`config.mk`:
```
export PLATFORM = sky130hd
export DESIGN_NAME = stack_unit
export DESIGN_NICKNAME = d
export VERILOG_FILES = /design/src/rtl/stack_unit_pkg.sv /design/src/rtl/stack_unit_ram.sv /design/src/rtl/stack_unit.sv
export SDC_FILE = /design/constraint.sdc
export NUM_CORES = 1
export LEC_CHECK = 0
export ABC_AREA = 1
export CAP_MARGIN = 30
export CORE_MARGIN = 2
export CORE_UTILIZATION = 38
export DETAILED_ROUTE_END_ITERATION = 6
export PLACE_DENSITY = 0.51
export SYNTH_ARGS = -nofsm -noshare
export SYNTH_HDL_FRONTEND = slang
export SYNTH_SLANG_ARGS = --single-unit
```
`constraint.sdc`:
```
create_clock -name clk -period 4.13 [get_ports clk]
set_input_delay 0.826 -clock clk [delete_from_list [all_inputs] [get_ports clk]]
set_output_delay 0.826 -clock clk [all_outputs]
set_load 0.01 [all_outputs]
```
`src/rtl/stack_unit_pkg.sv`:
```
// Shared constants, operation encoding and sizing helper for the stack unit.
package stack_unit_pkg;

    localparam int unsigned DATA_W_DEF = 32;
    localparam int unsigned DEPTH_DEF  = 16;

    // Operation decode of {push, pop}
    typedef enum logic [1:0] {
        OpNone = 2'b00,
        OpPop  = 2'b01,
        OpPush = 2'b10,
        OpBoth = 2'b11
    } op_e;

    function automatic int unsigned clog2(input int unsigned n);
        int unsigned r;
        int unsigned v;
        r = 0;
        v = (n > 0) ? n - 1 : 0;
        while (v > 0) begin
            r = r + 1;
            v = v >> 1;
        end
        return (r == 0) ? 1 : r;
    endfunction

endpackage

```
`src/rtl/stack_unit_ram.sv`:
```
// Stack storage: one write port and one combinational read port, contents not reset.
module stack_ram
    import stack_unit_pkg::*;
#(
    parameter int unsigned DATA_W = DATA_W_DEF,
    parameter int unsigned DEPTH  = DEPTH_DEF,
    localparam int unsigned AW    = clog2(DEPTH)
) (
    input  logic              clk,
    input  logic              i_we,
    input  logic [AW-1:0]     i_waddr,
    input  logic [DATA_W-1:0] i_wdata,
    input  logic [AW-1:0]     i_raddr,
    output logic [DATA_W-1:0] o_rdata
);

    logic [DATA_W-1:0] r_mem [DEPTH];

    always_ff @(posedge clk) begin
        if (i_we) begin
            r_mem[i_waddr] <= i_wdata;
        end
    end

    assign o_rdata = r_mem[i_raddr];

endmodule

```
`src/rtl/stack_unit.sv`:
```
// LIFO stack with registered top/next views, occupancy count and sticky error flags.
module stack_unit
    import stack_unit_pkg::*;
#(
    parameter int unsigned DATA_W = DATA_W_DEF,
    parameter int unsigned DEPTH  = DEPTH_DEF,
    localparam int unsigned CNT_W = clog2(DEPTH + 1)
) (
    input  logic              clk,
    input  logic              reset_n,
    input  logic              push,
    input  logic              pop,
    input  logic [DATA_W-1:0] push_data,
    input  logic              err_clr,
    output logic [DATA_W-1:0] top,
    output logic [DATA_W-1:0] next,
    output logic [CNT_W-1:0]  count,
    output logic              empty,
    output logic              full,
    output logic              overflow,
    output logic              underflow
);

    localparam int unsigned AW = clog2(DEPTH);

    logic [DATA_W-1:0] r_top;
    logic [DATA_W-1:0] r_next;
    logic [CNT_W-1:0]  r_count;
    logic              r_ovf;
    logic              r_unf;

    op_e               w_op;
    logic              w_empty;
    logic              w_full;
    logic              w_we;
    logic [AW-1:0]     w_waddr;
    logic [AW-1:0]     w_raddr;
    logic [DATA_W-1:0] w_rdata;
    logic [DATA_W-1:0] w_top_d;
    logic [DATA_W-1:0] w_next_d;
    logic [CNT_W-1:0]  w_count_d;
    logic              w_ovf_set;
    logic              w_unf_set;
    logic              w_ovf_d;
    logic              w_unf_d;

    assign w_op    = op_e'({push, pop});
    assign w_empty = (r_count == '0);
    assign w_full  = (r_count == CNT_W'(DEPTH));
    // The read port only ever serves a pop: it fetches the entry that becomes the new next.
    assign w_raddr = AW'(r_count - CNT_W'(3));

    stack_ram #(
        .DATA_W (DATA_W),
        .DEPTH  (DEPTH)
    ) u_ram (
        .clk     (clk),
        .i_we    (w_we),
        .i_waddr (w_waddr),
        .i_wdata (push_data),
        .i_raddr (w_raddr),
        .o_rdata (w_rdata)
    );

    always_comb begin
        w_we      = 1'b0;
        w_waddr   = AW'(r_count);
        w_count_d = r_count;
        w_top_d   = r_top;
        w_next_d  = r_next;
        w_ovf_set = 1'b0;
        w_unf_set = 1'b0;
        case (w_op)
            OpPush: begin
                if (!w_full) begin
                    w_we      = 1'b1;
                    w_count_d = r_count + CNT_W'(1);
                    w_top_d   = push_data;
                    w_next_d  = r_top;
                end else begin
                    w_ovf_set = 1'b1;
                end
            end
            OpPop: begin
                if (!w_empty) begin
                    w_count_d = r_count - CNT_W'(1);
                    w_top_d   = r_next;
                    w_next_d  = (r_count >= CNT_W'(3)) ? w_rdata : '0;
                end else begin
                    w_unf_set = 1'b1;
                end
            end
            OpBoth: begin
                w_we    = 1'b1;
                w_top_d = push_data;
                if (w_empty) begin
                    w_count_d = r_count + CNT_W'(1);
                    w_next_d  = r_top;
                end else begin
                    // Replace the top entry in place
                    w_waddr = AW'(r_count - CNT_W'(1));
                end
            end
            default: ;
        endcase
    end

    // A new error outranks a simultaneous clear
    assign w_ovf_d = w_ovf_set | (r_ovf & ~err_clr);
    assign w_unf_d = w_unf_set | (r_unf & ~err_clr);

    always_ff @(posedge clk or negedge reset_n) begin
        if (!reset_n) begin
            r_top   <= '0;
            r_next  <= '0;
            r_count <= '0;
            r_ovf   <= 1'b0;
            r_unf   <= 1'b0;
        end else begin
            r_top   <= w_top_d;
            r_next  <= w_next_d;
            r_count <= w_count_d;
            r_ovf   <= w_ovf_d;
            r_unf   <= w_unf_d;
        end
    end

    assign top       = r_top;
    assign next      = r_next;
    assign count     = r_count;
    assign empty     = w_empty;
    assign full      = w_full;
    assign overflow  = r_ovf;
    assign underflow = r_unf;

endmodule

```
==> summary.md <==
| Metric | Value |
|---|---|
| Post-CTS sizing | 0 |
| Vias/cell | roughly 5.3 |
| Clock buffer count from CTS | 60 |
| Core Util, Final | 0.4473 |
| Clk_lat worst skew | a little over 0.6 ns |
| Int Pwr | roughly 13 mW |
| Fraction of power spent switching nets | 0.4098 |
| Crit path DAT | 2.61 ns |
| DIE AREA | ~66,000 um^2 |
| Post-CTS setup buffers | 0 |
| Slew HR | 0.2997 |
| Clock Pin Slew Worst Setup and Hold Paths | 0.06 ns |
| Setup CP Type | flop to output port |
| # hold bufs at CTS | 0 |
| Worst setup startpoint | count[0]$_DFFE_PN0P_ |
| Core region area | 63,310 um^2 |
| Die Width | 257.3 um |
| Hold Crit Class | primary input to asynchronous set/reset pin |
| Worst IR Drop VDD | about 0.8 mV |
| RSZ-0062 raised after global routing | false |
| First-pass GRT wire length | between 100,000 and 150,000 um |
| Final wirelength | roughly 70,000 um |
| Total track usage | 0.2114 |
| Slowest cell on crit path | dfrtp_4 |
| Final period utilization | 0.8312 |
| Yosys reg bits | 583 |
| Initial Util | 0.3852 |
| Worst Setup Start Kind | flop |
| Clk buf depth | 3 |
| Leading area contributor after synthesis | edfxtp_1 |
| Share of layout cells above drive strength 1 | 0.07060 |
| Synth top area share | 0.6304 |
| Worst-Margin Slew | ~1.1 ns |
| Critical R2R Launch | count[0]$_DFFE_PN0P_ |
| Max Cap Viol | 0 |
| Nets | around 2,300 |
| Setup TNS | 0 ns |
| Vias in the first global route | 16,050 |
| Warnings from Yosys | 0 |
| Final Skew | about 0.027 ns |
| Gate power share | 0.410 |
| Final setup viols | 0 |
| Max Transition Viols Final | 0 |
| Synth Area per Inst | around 11 um^2 |
| Sequential cell area fraction in the yosys report | 0.7032 |
| PwrDens | between 700 and 800 nW/um^2 |
| Routed WL per cell | 22.09 um |
| Total gr overflow | 0 |
| Share of total power in the clock network | 0.240 |
| Status | complete, no violations |
| Synth cell types | 25 |
| Synth top area cells | edfxtp_1 (63%), nand3_1 (11%), nand2_1 (10%) |
| Die Ht | roughly 260 um |
| Row cnt | 92 |
| CP max stage delay | 0.71 ns |
| Netlist Area Pre-Place | between 20,000 and 25,000 um^2 |
| CP cell instances | inv_6, ha_4, nand3_2, buf_4, inv_1, clkdlybuf4s50_1 |
| TritonCTS clock tree | built |
| Crit path max fanout | 34 |
| Vias | 16,780 |
| Worst Setup End Kind | output port |
| Final min period | roughly 3.4 ns |
| Num ports | between 100 and 150 |
| Clock sink count | 583 |
| H-tree Lvls | 2 |
| First-pass DRT Iterations | 6 |
| Root Buffer | clkbuf_16 |
| DR iter-0 viols | 1,567 |
| Largest net degree at the start of global routing | between 150 and 200 |
| Placer Congestion | slightly above 0.8 |
| Drc violations | 0 |
| Pleak | about 10 nW |
| Hpwl dp | between 40,000 and 50,000 um |
| Seq pwr share | 0.350 |
| Psw | roughly 9.0 mW |
| Area delta synth->final | 16.12% |
| Post-route ant nets | 0 |
| Synth Instances | 2,218 |
| Post-Syn Nets | about 2,300 |
| Worst R2R Path Depth | 7 |
| Max Fclk | between 200 and 300 MHz |
| PortBufs | 109 |
| Initial antenna violation count | 0 |
| Fin. Hold Viols | 0 |
| WP data required | ~3.3 ns |
## cells in the mapped netlist (all sizes together)
cell type	count
o22ai	2
a31oi	1
nor2	116
o21ai	40
xor2	7
dfrtp	71
clkbuf	70
o211ai	32
ha	3
nand3	523
a21oi	32
edfxtp	512
nand2	680
inv	57
buf	72
## worst paths after layout
kind / to / slack (ns)
hold / removal: top[3]$_DFFE_PN0P_ / 0.28
hold reg to reg: next[24]$_DFFE_PN0P_ / 0.52
setup reg to reg: u_ram.r_mem[1][7]$_DFFE_PP_ / 0.91
min in group clk: next[24]$_DFFE_PN0P_ / 0.52
setup / recovery: empty / 0.70
max in group asynchronous: next[9]$_DFFE_PN0P_ / 3.01
## critical path: cells and delay by family (launching register included)
kind                     cells  cell delay [ns]
adder cells (fa/ha/maj)      1             0.18
buffers and inverters        4             0.98
flip-flops                   1             0.71
AND/OR/NAND/NOR              1             0.11
## power groups by stage
stage | combinational [mW] | clock [mW] | sequential [mW]
after detailed placement | 8.98 | 0 | 7.77
after global routing | 9.87 | 5.59 | 7.73
after floorplan | 5.38 | 0 | 7.75
after CTS | 9.01 | 5.37 | 7.65
final | 8.96 | 5.25 | 7.65
after global placement | 8.93 | 0 | 7.76
## stage by stage
stage | area, um^2 | hold slack (ns) | std cells | total power, mW | setup slack [ns]
floorplan | 24390 | 0.5289 | 2218 | 13.13 | 0.4647
global placement | 26430 | 0.4946 | 3071 | 16.69 | 0.5652
detailed placement | 26430 | 0.5053 | 3071 | 16.75 | 0.5655
CTS | 28310 | 0.3255 | 3182 | 22.03 | 0.6490
global route | 28320 | 0.3635 | 3183 | 23.19 | 0.5614
finish | 28320 | 0.2846 | 3184 | 21.86 | 0.6970
## logic make-up after synthesis
| group | after synthesis | synth area share |
|---|---|---|
| and+or+nand+nor | 1319 | 0.2314 |
| adders and majority gates | 3 | 0.001539 |
| xor gates and xnor gates | 7 | 0.002514 |
| AOI/OAI and AO/OA | 107 | 0.02565 |
| buffers and inverters | 199 | 0.03570 |
| DFF | 583 | 0.7032 |
## flip-flops by register name (all words and copies together) (netlist names)
signal and flops:
u_ram.r_mem 512, count 5, next 32, overflow 1
top 32, underflow 1
## cells in the final DEF (no fill, tap or decap), types with 32 or more instances in the layout
| cell | n |
|---|---|
| nand2_1 | 672 |
| nand3_1 | 522 |
| edfxtp_1 | 512 |
| clkdlybuf4s50_1 | 108 |
| nor2_1 | 97 |
| dfrtp_1 | 70 |
| clkbuf_16 | 61 |
| inv_1 | 42 |
| buf_4 | 34 |
| a21oi_1 | 32 |
| o211ai_1 | 32 |
## cell type report
class | instances | area, um^2
timing repair buffer | 150 | 1488
sequential | 583 | 17160
antenna | 1 | 2.502
inverter | 57 | 221.5
fill | 5891 | 34990
clock inverter | 29 | 261.5
clock buffer | 82 | 1615
tap | 846 | 1059
multi-input combinational | 1436 | 6519
## per-layer routing
layer  track usage  vias to the layer above  part of all wire
li1              -                     7874                 -
met1        0.3223                     8286              0.47
met2        0.3094                      546              0.44
met3       0.04206                       75             0.072
met4       0.05026                        0             0.017
met5             0                        -                 0
Power figures use the tool's default switching activity.
==> RTL edit (same settings) <==
Reset style: synchronous (`reset_n`), changed in one clocked block.
--- a/src/rtl/stack_unit.sv
+++ b/src/rtl/stack_unit.sv
@@ -110,5 +110,5 @@
     assign w_unf_d = w_unf_set | (r_unf & ~err_clr);
 
-    always_ff @(posedge clk or negedge reset_n) begin
+    always_ff @(posedge clk) begin
         if (!reset_n) begin
             r_top   <= '0;
Check against the original RTL: differs if reset_n is asserted again (counterexample within 4 cycles, from zero or initial values and one cycle with reset_n low); with reset_n held inactive, the same outputs for 4 cycles.
==> RTL edit against the unedited design <==
  * Core utilization grew 0.24 points
  * Wire length is 3.1% higher
  * Design area about the same
  * Area after synthesis is 1.0% lower
  * First-iteration DRC count up 20%
  * Sequential cell count unchanged
  * Worst setup slack got worse by 0.045 ns
  * Clock skew up 0.00052 ns
  * Sequential share of layout area down 1.2 points
Power is not compared: it rests on default switching activity, and its combinational part moved more than twofold at a synthesized area within 25%.
==> RTL edit: results (changes against the unedited design) <==
[run_status]
outcome = finished clean

[worst_setup_path]
r2r_cells = 8  ; +1
regToRegEndpoint = u_ram.r_mem[11][27]
path_max_fanout = 65  ; +91%
arrival_ns = 2.65  ; +0.04 ns
startpoint = count[1]

[route]
m1WireLength_microns = 34000  ; +2.1%
met3_length_microns = 5010  ; -1.1%
first_pass_iters = 7  ; +1
met2WireLength_microns = 32000  ; +4.1%

[global_routing]
grt_max_degree = 195  ; -2.0%
grt_pass1_wl_microns = 108000  ; +1.6%
grtUsageMet1 = 0.325  ; +0.00256
antenna_found_initial = 2  ; +2
met2_usage = 0.328  ; +0.0182
grt_util_met3 = 0.0454  ; +0.00329
grt_usage = 0.219  ; +0.00801

[placed_design]
dpl_cell_area_sq_um = 26100  ; -1.1%
routabilityCongestion = 0.797  ; -3.4%
pre_cts_ws_ns = 0.696  ; +0.130 ns
dp_cells = 3045  ; -0.85%

[logic_synthesis]
yosys-top-cells-count = nand2_1, edfxtp_1, nand3_1
synth.distinct_cells = 32  ; +28%
synth_cells = 2192  ; -1.2%
synthArstFlopShare = 0  ; -0.122
synth.area.top_cells = edfxtp_1, nand3_1, nand2_1
ys_seq_area_frac = 0.696  ; -0.00736

[timing]
whs_ns = 0.463  ; +0.178 ns
worst_clock_skew_ns = 0.0275  ; +0.000522 ns
fmax_mhz = 287  ; -1.3%

[cells_and_area]
nNetsFinal = 2307  ; -0.90%
drive_above_1_share = 0.0824  ; +0.0118

[cts]
numCtsBuffers = 66  ; +10%

[hold_path]
hp-class = flop to flop

RTL edit: kinds of logic after synthesis:
logic type                 synth area share
xor gates and xnor gates            0.00218
buffers and inverters                0.0392
AOI/OAI and AO/OA                    0.0403
DFF                                   0.696
adders and majority gates           0.00156
and+or+nand+nor                       0.221
RTL edit: worst register-to-register path: stages, from the launching register on:
cell	delay [ns]
dfxtp_4	0.37
inv_6	0.08
buf_4	0.59
nand3_1	0.17
xor2_1	0.20
o22ai_1	0.27
nand3_1	0.37
nor2_4	0.17
buf_4	0.52
RTL edit: area by class of cell:
| class | instances | area (sq um) |
|---|---|---|
| antenna | 1 | 2.50 |
| clock buffer | 86 | 1850 |
| clock inverter | 32 | 319 |
| fill | 5832 | 34600 |
| inverter | 58 | 230 |
| multi-input combinational | 1406 | 6530 |
| sequential | 583 | 16800 |
| tap | 846 | 1060 |
| timing repair buffer | 152 | 1530 |
